## config.mk

```make
export PLATFORM = sky130hd
export DESIGN_NAME = dct_row_butterfly_flat
export DESIGN_NICKNAME = d
export VERILOG_FILES = /design/src/rtl/dct_row_butterfly_if.sv /design/src/rtl/dct_row_butterfly.sv /design/src/flat_wrapper.sv
export SDC_FILE = /design/constraint.sdc
export NUM_CORES = 1
export LEC_CHECK = 0
export BUFFER_PORTS_ARGS = -buffer_cell sky130_fd_sc_hd__buf_2
export CORE_AREA = 2 2 109 137
export CTS_CLUSTER_DIAMETER = 30
export CTS_CLUSTER_SIZE = 20
export DETAILED_ROUTE_END_ITERATION = 12
export DIE_AREA = 0 0 111 139
export GPL_TIMING_DRIVEN = 0
export HOLD_SLACK_MARGIN = 0.12
export PLACE_DENSITY_LB_ADDON = 0.15
export SLEW_MARGIN = 20
export SYNTH_ARGS = -nofsm -noshare
export SYNTH_HDL_FRONTEND = slang
export SYNTH_SLANG_ARGS = --single-unit
```

## constraint.sdc

```tcl
create_clock -name clk -period 5.2 [get_ports clk]
set_input_delay 0.26 -clock clk [delete_from_list [all_inputs] [get_ports clk]]
set_output_delay 0.26 -clock clk [all_outputs]
set_load 0.005 [all_outputs]
```

## src/rtl/dct_row_butterfly_if.sv

```systemverilog
// Handshake bundle for dct_row_butterfly: pixel input stream and (odd, even) pair output stream.
// The slave modport is the butterfly's view; the master modport is the producer/consumer side.
interface dct_row_butterfly_if;
    logic       in_valid;
    logic       in_ready;
    logic [7:0] in_pix;
    logic       out_valid;
    logic       out_ready;
    logic [7:0] a;
    logic [7:0] e;
    logic [1:0] out_idx;
    logic [2:0] row_idx;
    logic       blk_last;

    modport slave (
        input  in_valid, in_pix, out_ready,
        output in_ready, out_valid, a, e, out_idx, row_idx, blk_last
    );

    modport master (
        output in_valid, in_pix, out_ready,
        input  in_ready, out_valid, a, e, out_idx, row_idx, blk_last
    );
endinterface

```

## src/rtl/dct_row_butterfly.sv

```systemverilog
// Row-input butterfly for the 8x8 DCT: buffers an 8-sample row, then emits four
// (odd, even) pairs a = (x[i]-x[7-i])>>>1, e = (x[i]+x[7-i])>>>1, i = 0..3.
// Optional macro DCT_LEVEL_SHIFT_EN: treat in_pix as unsigned 0..255 and subtract 128
// before storage; otherwise in_pix is a signed sample stored unchanged.
module dct_row_butterfly #(
    parameter int unsigned ROWS_PER_BLK = 8
) (
    input  logic                 clk,
    input  logic                 rst,
    dct_row_butterfly_if.slave   bus
);

    typedef enum logic [0:0] {StFill, StEmit} state_e;

    localparam logic [2:0] LastRow = 3'(ROWS_PER_BLK - 1);

    state_e      state_q, state_d;
    logic [2:0]  cnt_q, cnt_d;
    logic [1:0]  out_idx_q, out_idx_d;
    logic [2:0]  row_idx_q, row_idx_d;
    logic [7:0]  buf_q [8];
    logic [7:0]  buf_d [8];
    logic [7:0]  a_q, a_d;
    logic [7:0]  e_q, e_d;
    logic        blk_last_q, blk_last_d;

    logic [7:0]  pix_x;
    logic        in_fire, out_fire;
    logic [2:0]  lo_idx, hi_idx;
    logic [8:0]  x_lo, x_hi, sum, diff;

    // Convert the incoming pixel to a signed sample.
    always_comb begin
`ifdef DCT_LEVEL_SHIFT_EN
        pix_x = {~bus.in_pix[7], bus.in_pix[6:0]};
`else
        pix_x = bus.in_pix;
`endif
    end

    assign bus.in_ready  = (state_q == StFill) && !rst;
    assign bus.out_valid = (state_q == StEmit);
    assign in_fire       = bus.in_valid && bus.in_ready;
    assign out_fire      = bus.out_valid && bus.out_ready;

    // Next-state: fill the row buffer, then step through the four output pairs.
    always_comb begin
        state_d   = state_q;
        cnt_d     = cnt_q;
        out_idx_d = out_idx_q;
        row_idx_d = row_idx_q;
        buf_d     = buf_q;
        unique case (state_q)
            StFill: begin
                if (in_fire) begin
                    buf_d[cnt_q] = pix_x;
                    cnt_d        = cnt_q + 3'd1;
                    if (cnt_q == 3'd7) begin
                        state_d = StEmit;
                    end
                end
            end
            StEmit: begin
                if (out_fire) begin
                    if (out_idx_q == 2'd3) begin
                        out_idx_d = 2'd0;
                        row_idx_d = (row_idx_q == LastRow) ? 3'd0 : row_idx_q + 3'd1;
                        state_d   = StFill;
                    end else begin
                        out_idx_d = out_idx_q + 2'd1;
                    end
                end
            end
            default: state_d = StFill;
        endcase
    end

    // Butterfly on the next buffer/index so pair 0 is ready the cycle after the 8th pixel.
    always_comb begin
        lo_idx     = {1'b0, out_idx_d};
        hi_idx     = 3'd7 - lo_idx;
        x_lo       = {buf_d[lo_idx][7], buf_d[lo_idx]};
        x_hi       = {buf_d[hi_idx][7], buf_d[hi_idx]};
        sum        = x_lo + x_hi;
        diff       = x_lo - x_hi;
        e_d        = sum[8:1];
        a_d        = diff[8:1];
        blk_last_d = (state_d == StEmit) && (out_idx_d == 2'd3) && (row_idx_d == LastRow);
    end

    // Control and output registers with synchronous reset.
    always_ff @(posedge clk) begin
        if (rst) begin
            state_q    <= StFill;
            cnt_q      <= 3'd0;
            out_idx_q  <= 2'd0;
            row_idx_q  <= 3'd0;
            a_q        <= 8'd0;
            e_q        <= 8'd0;
            blk_last_q <= 1'b0;
        end else begin
            state_q    <= state_d;
            cnt_q      <= cnt_d;
            out_idx_q  <= out_idx_d;
            row_idx_q  <= row_idx_d;
            a_q        <= a_d;
            e_q        <= e_d;
            blk_last_q <= blk_last_d;
        end
    end

    // Sample buffer needs no reset; it is always refilled before use.
    always_ff @(posedge clk) begin
        buf_q <= buf_d;
    end

    assign bus.a        = a_q;
    assign bus.e        = e_q;
    assign bus.out_idx  = out_idx_q;
    assign bus.row_idx  = row_idx_q;
    assign bus.blk_last = blk_last_q;

endmodule
```

## src/flat_wrapper.sv

```systemverilog
// flat-port wrapper written by rule: the top's interface ports become plain ports
module dct_row_butterfly_flat 
#(
    parameter int unsigned ROWS_PER_BLK = 8
)
  (clk, rst, bus_in_valid, bus_in_pix, bus_out_ready, bus_in_ready, bus_out_valid, bus_a, bus_e, bus_out_idx, bus_row_idx, bus_blk_last);
  dct_row_butterfly_if bus_i ();
  input  logic clk;
  input  logic rst;
  input wire logic [$bits(bus_i.in_valid)-1:0] bus_in_valid;
  input wire logic [$bits(bus_i.in_pix)-1:0] bus_in_pix;
  input wire logic [$bits(bus_i.out_ready)-1:0] bus_out_ready;
  output wire logic [$bits(bus_i.in_ready)-1:0] bus_in_ready;
  output wire logic [$bits(bus_i.out_valid)-1:0] bus_out_valid;
  output wire logic [$bits(bus_i.a)-1:0] bus_a;
  output wire logic [$bits(bus_i.e)-1:0] bus_e;
  output wire logic [$bits(bus_i.out_idx)-1:0] bus_out_idx;
  output wire logic [$bits(bus_i.row_idx)-1:0] bus_row_idx;
  output wire logic [$bits(bus_i.blk_last)-1:0] bus_blk_last;
  assign bus_i.in_valid = bus_in_valid;
  assign bus_i.in_pix = bus_in_pix;
  assign bus_i.out_ready = bus_out_ready;
  assign bus_in_ready = bus_i.in_ready;
  assign bus_out_valid = bus_i.out_valid;
  assign bus_a = bus_i.a;
  assign bus_e = bus_i.e;
  assign bus_out_idx = bus_i.out_idx;
  assign bus_row_idx = bus_i.row_idx;
  assign bus_blk_last = bus_i.blk_last;
  dct_row_butterfly #(.ROWS_PER_BLK(ROWS_PER_BLK)) u_core (.clk(clk), .rst(rst), .bus(bus_i));
endmodule
```

==> implementation parameters <==
Parameter                              Value

Status
  Result of the run ... finished clean

Clock tree
  Number of gates given a new drive strength after cts ... 0
  Num CTS Buffers ... 9
  Post-CTS setup buffers ... 0
  H-tree depth reported by CTS ... 3
  Clock-pin slew reported for the worst setup and hold paths after clock tree synthesis ... 0.06 ns
  CTS hold repair buffers ... 0
  Worst skew pair latency ... 0.33 ns
  Clock sink count ... 90
  Number of buffers between clock root and the deepest sink ... 2
  CTS tree ... built
  CTS root buffer ... sky130_fd_sc_hd__clkbuf_16

Timing
  Setup Skew ... 0.007536 ns
  Final number of hold-violating endpoints ... 0
  Final setup violating endpoints ... 0
  Worst Tran Pin Value ... 0.8255 ns
  Worst rel slew slack ... 0.4497
  Final worst path period share ... 0.8718
  Final Max Tran Viols ... 0
  Clock period minus worst slack ... 4.533 ns
  Sum Neg Setup Slack ... 0 ns
  Peak clock frequency supported by timing ... 220.6 MHz
  Setup repair after global routing missed its margin ... no

Power
  Peak supply drop ... 0.0001370 V
  PD cells ... 371.9 nW/um^2
  Leakage component of the power ... 2.243 nW
  Power after layout ... 1.802 mW

Setup path
  Top fanout value on the critical path ... 10
  Endpoint kind of the worst setup timing path ... flop
  Worst setup path class ... flop to flop
  Critical Path Start Type ... flop
  Arrival time of data at the critical path endpoint ... 4.79 ns
  Data required, critical path ... 5.46 ns
  Setup slack of the worst register-to-register path ... 0.67 ns

Drt
  Final WL ... 9163 microns
  Antenna violation net count after detailed routing ... 0
  Post-detailed-route DRC marker count ... 0
  Post-detailed-route via-to-cell ratio ... 4.592
  Vias ... 2723
  Wirelength per Cell ... 15.45 microns
  Initial DRC count ... 48
  Number of search-and-repair iterations in the first detailed-routing pass ... 4

Synth
  Synth area leaders ... sky130_fd_sc_hd__dfxtp_1 (43%), sky130_fd_sc_hd__mux2_2 (21%), sky130_fd_sc_hd__mux2i_1 (6.0%)
  EDFF count, synth ... 0
  Fraction of registers with async set or reset after synthesis ... 0
  Number of storage elements in the synthesis netlist ... 90
  Area leader, netlist ... sky130_fd_sc_hd__dfxtp_1
  Dominant register cell in the synthesized netlist ... sky130_fd_sc_hd__dfxtp_1
  Post-synth design cell area ... 4170 sq um
  Portion of the post-synthesis area used by sequential elements ... 0.4320
  Post-Syn Area per Cell ... 11.43 sq um
  Post-synthesis cell type count ... 42
  Synthesized netlist net count ... 398
  Synthesis warning total ... 0
  Synth top area share ... 0.4320
  Number of cells produced by synthesis ... 365

Floorplan
  Area of the core ... 14160 sq um
  Ports placed on the boundary ... 36
  Chip height ... 139 microns
  Starting density of the core ... 0.2945
  Die area ... 15430 sq um
  DIE WIDTH ... 111 microns
  Number of rows created at floorplan ... 49

Placed design
  Quantity of I/O buffers inserted on ports ... 35
  Detailed-placement wirelength estimate ... 6586 microns
  Global placement routability congestion ... 0.7502

Worst hold path
  Path type of the worst min-delay path ... primary input to flop

GRT
  Largest net degree at the start of global routing ... 14
  First-pass GRT wire length ... 15010 microns
  Number of global-route vias before repair ... 2864
  Initial antenna violation count ... 0
  Leftover overflow at the end of global routing ... 0
  Aggregate global-route resource usage ... 0.1254

Final layout
  Fraction of layout cells with a size suffix above 1 ... 0.3687
  Area grow syn2layout ... 16.17%
  Total inserted antenna cells ... 0
  Nets ... 444

Run
  Number of max-cap violations ... 0
-- registers in the layout, indices dropped and copies added, names as in the netlist --
signal	count
u_core.buf_q	64
u_core.bus.a	8
u_core.bus.e	8
u_core.bus.row_idx	3
u_core.cnt_q	3
u_core.bus.out_idx	2
u_core.bus.blk_last	1
u_core.bus.out_valid	1
-- report_power, final --
part	switching, mW	internal (mW)	total, mW
clock network	0.254	0.347	0.601
logic	0.179	0.189	0.368
registers	0.0282	0.805	0.833
-- kinds of logic (layout without fill, tap and decap cells) --
group	Yosys count	in the layout	share of synthesized area
AOI/OAI and AO/OA	39	39	0.06331
xor gates and xnor gates	6	6	0.01260
adders and majority gates	21	21	0.06661
buffers and inverters	26	76	0.02880
DFF	90	90	0.4320
muxes	113	113	0.3030
and+or+nand+nor	70	70	0.09361
-- metrics by stage --
step	hold WS [ns]	instance area [sq um]	cells	setup WS (ns)	util
floorplan	0.4127	4170	365	1.520	-
global placement	0.4488	4568	578	0.5849	0.3226
detailed placement	0.4577	4572	578	0.5566	0.3228
CTS	0.2713	4845	593	0.5419	0.3421
global route	0.2898	4845	593	0.2428	0.3421
finish	0.2758	4845	593	0.6665	0.3421
-- layer usage --
layer	share of wire	track usage	vias to the layer above	routed length (microns)
met5	0	0	-	0
li1	-	-	1371	-
met3	0.022	0.02797	14	201
met1	0.45	0.1454	1310	4108
met2	0.51	0.2238	28	4659
met4	0.021	0.04868	0	193
-- layout make-up --
| cell class | count | area [sq um] |
|---|---|---|
| Fill cell | 1444 | 9318 |
| Multi-Input combinational cell | 249 | 2252 |
| Sequential cell | 90 | 1802 |
| Clock buffer | 13 | 260.3 |
| Tap cell | 178 | 222.7 |
| Timing Repair Buffer | 35 | 175.2 |
| Buffer | 13 | 71.32 |
| Inverter | 13 | 48.80 |
| Clock inverter | 2 | 12.51 |
-- final timing paths --
path                                      startpoint                to  cells past startpoint
worst max-delay path            u_core.bus.out_valid   u_core.bus.e[6]                     16
worst min-delay path                   bus_in_pix[2]  u_core.buf_q[18]                      2
worst max register to register  u_core.bus.out_valid   u_core.bus.e[6]                     16
worst min register to register      u_core.buf_q[53]  u_core.buf_q[53]                      1
-- synthesized netlist by cell type (3+ instances only) --
cell / n
sky130_fd_sc_hd__mux2_2: 79
sky130_fd_sc_hd__nand2b_1: 6
sky130_fd_sc_hd__buf_2: 3
sky130_fd_sc_hd__nor2_1: 29
sky130_fd_sc_hd__xnor2_1: 6
sky130_fd_sc_hd__clkbuf_1: 6
sky130_fd_sc_hd__o21bai_1: 4
sky130_fd_sc_hd__and3_1: 3
sky130_fd_sc_hd__dfxtp_1: 90
sky130_fd_sc_hd__ha_1: 19
sky130_fd_sc_hd__mux2_1: 3
sky130_fd_sc_hd__mux2_4: 6
sky130_fd_sc_hd__mux2i_1: 25
sky130_fd_sc_hd__nand2_2: 3
sky130_fd_sc_hd__nand2_1: 7
sky130_fd_sc_hd__o211ai_1: 4
sky130_fd_sc_hd__a21o_1: 5
sky130_fd_sc_hd__o21ai_1: 3
sky130_fd_sc_hd__nor2b_1: 5
sky130_fd_sc_hd__inv_1: 13
sky130_fd_sc_hd__nor3_1: 4
sky130_fd_sc_hd__a21oi_1: 11
sky130_fd_sc_hd__o21ai_0: 5
-- critical path, stage by stage, from the launching register on --
cell and delay (ns):
sky130_fd_sc_hd__dfxtp_1 0.31, sky130_fd_sc_hd__buf_6 0.14, sky130_fd_sc_hd__nand2_1 0.14, sky130_fd_sc_hd__mux2i_1 0.49
sky130_fd_sc_hd__clkbuf_1 0.57, sky130_fd_sc_hd__buf_2 0.41, sky130_fd_sc_hd__mux2_2 0.37, sky130_fd_sc_hd__mux2i_1 0.40
sky130_fd_sc_hd__inv_1 0.16, sky130_fd_sc_hd__ha_1 0.23, sky130_fd_sc_hd__a21oi_1 0.20, sky130_fd_sc_hd__o21bai_1 0.09
sky130_fd_sc_hd__a21o_1 0.21, sky130_fd_sc_hd__a21o_1 0.18, sky130_fd_sc_hd__a21o_1 0.16, sky130_fd_sc_hd__a31oi_1 0.18
sky130_fd_sc_hd__mux2i_1 0.19
-- placed cells by master, fill, tap and decap left out, types with 8 or more instances in the layout --
cell type	Yosys	layout
sky130_fd_sc_hd__dfxtp_1	90	90
sky130_fd_sc_hd__buf_2	3	38
sky130_fd_sc_hd__a21oi_1	11	10
sky130_fd_sc_hd__nor2_1	29	29
sky130_fd_sc_hd__ha_1	19	19
sky130_fd_sc_hd__inv_1	13	13
sky130_fd_sc_hd__clkbuf_1	6	8
sky130_fd_sc_hd__mux2i_1	25	25
sky130_fd_sc_hd__mux2_2	79	79
sky130_fd_sc_hd__clkbuf_16	0	9
No activity file was read; power rests on OpenSTA's default activity.
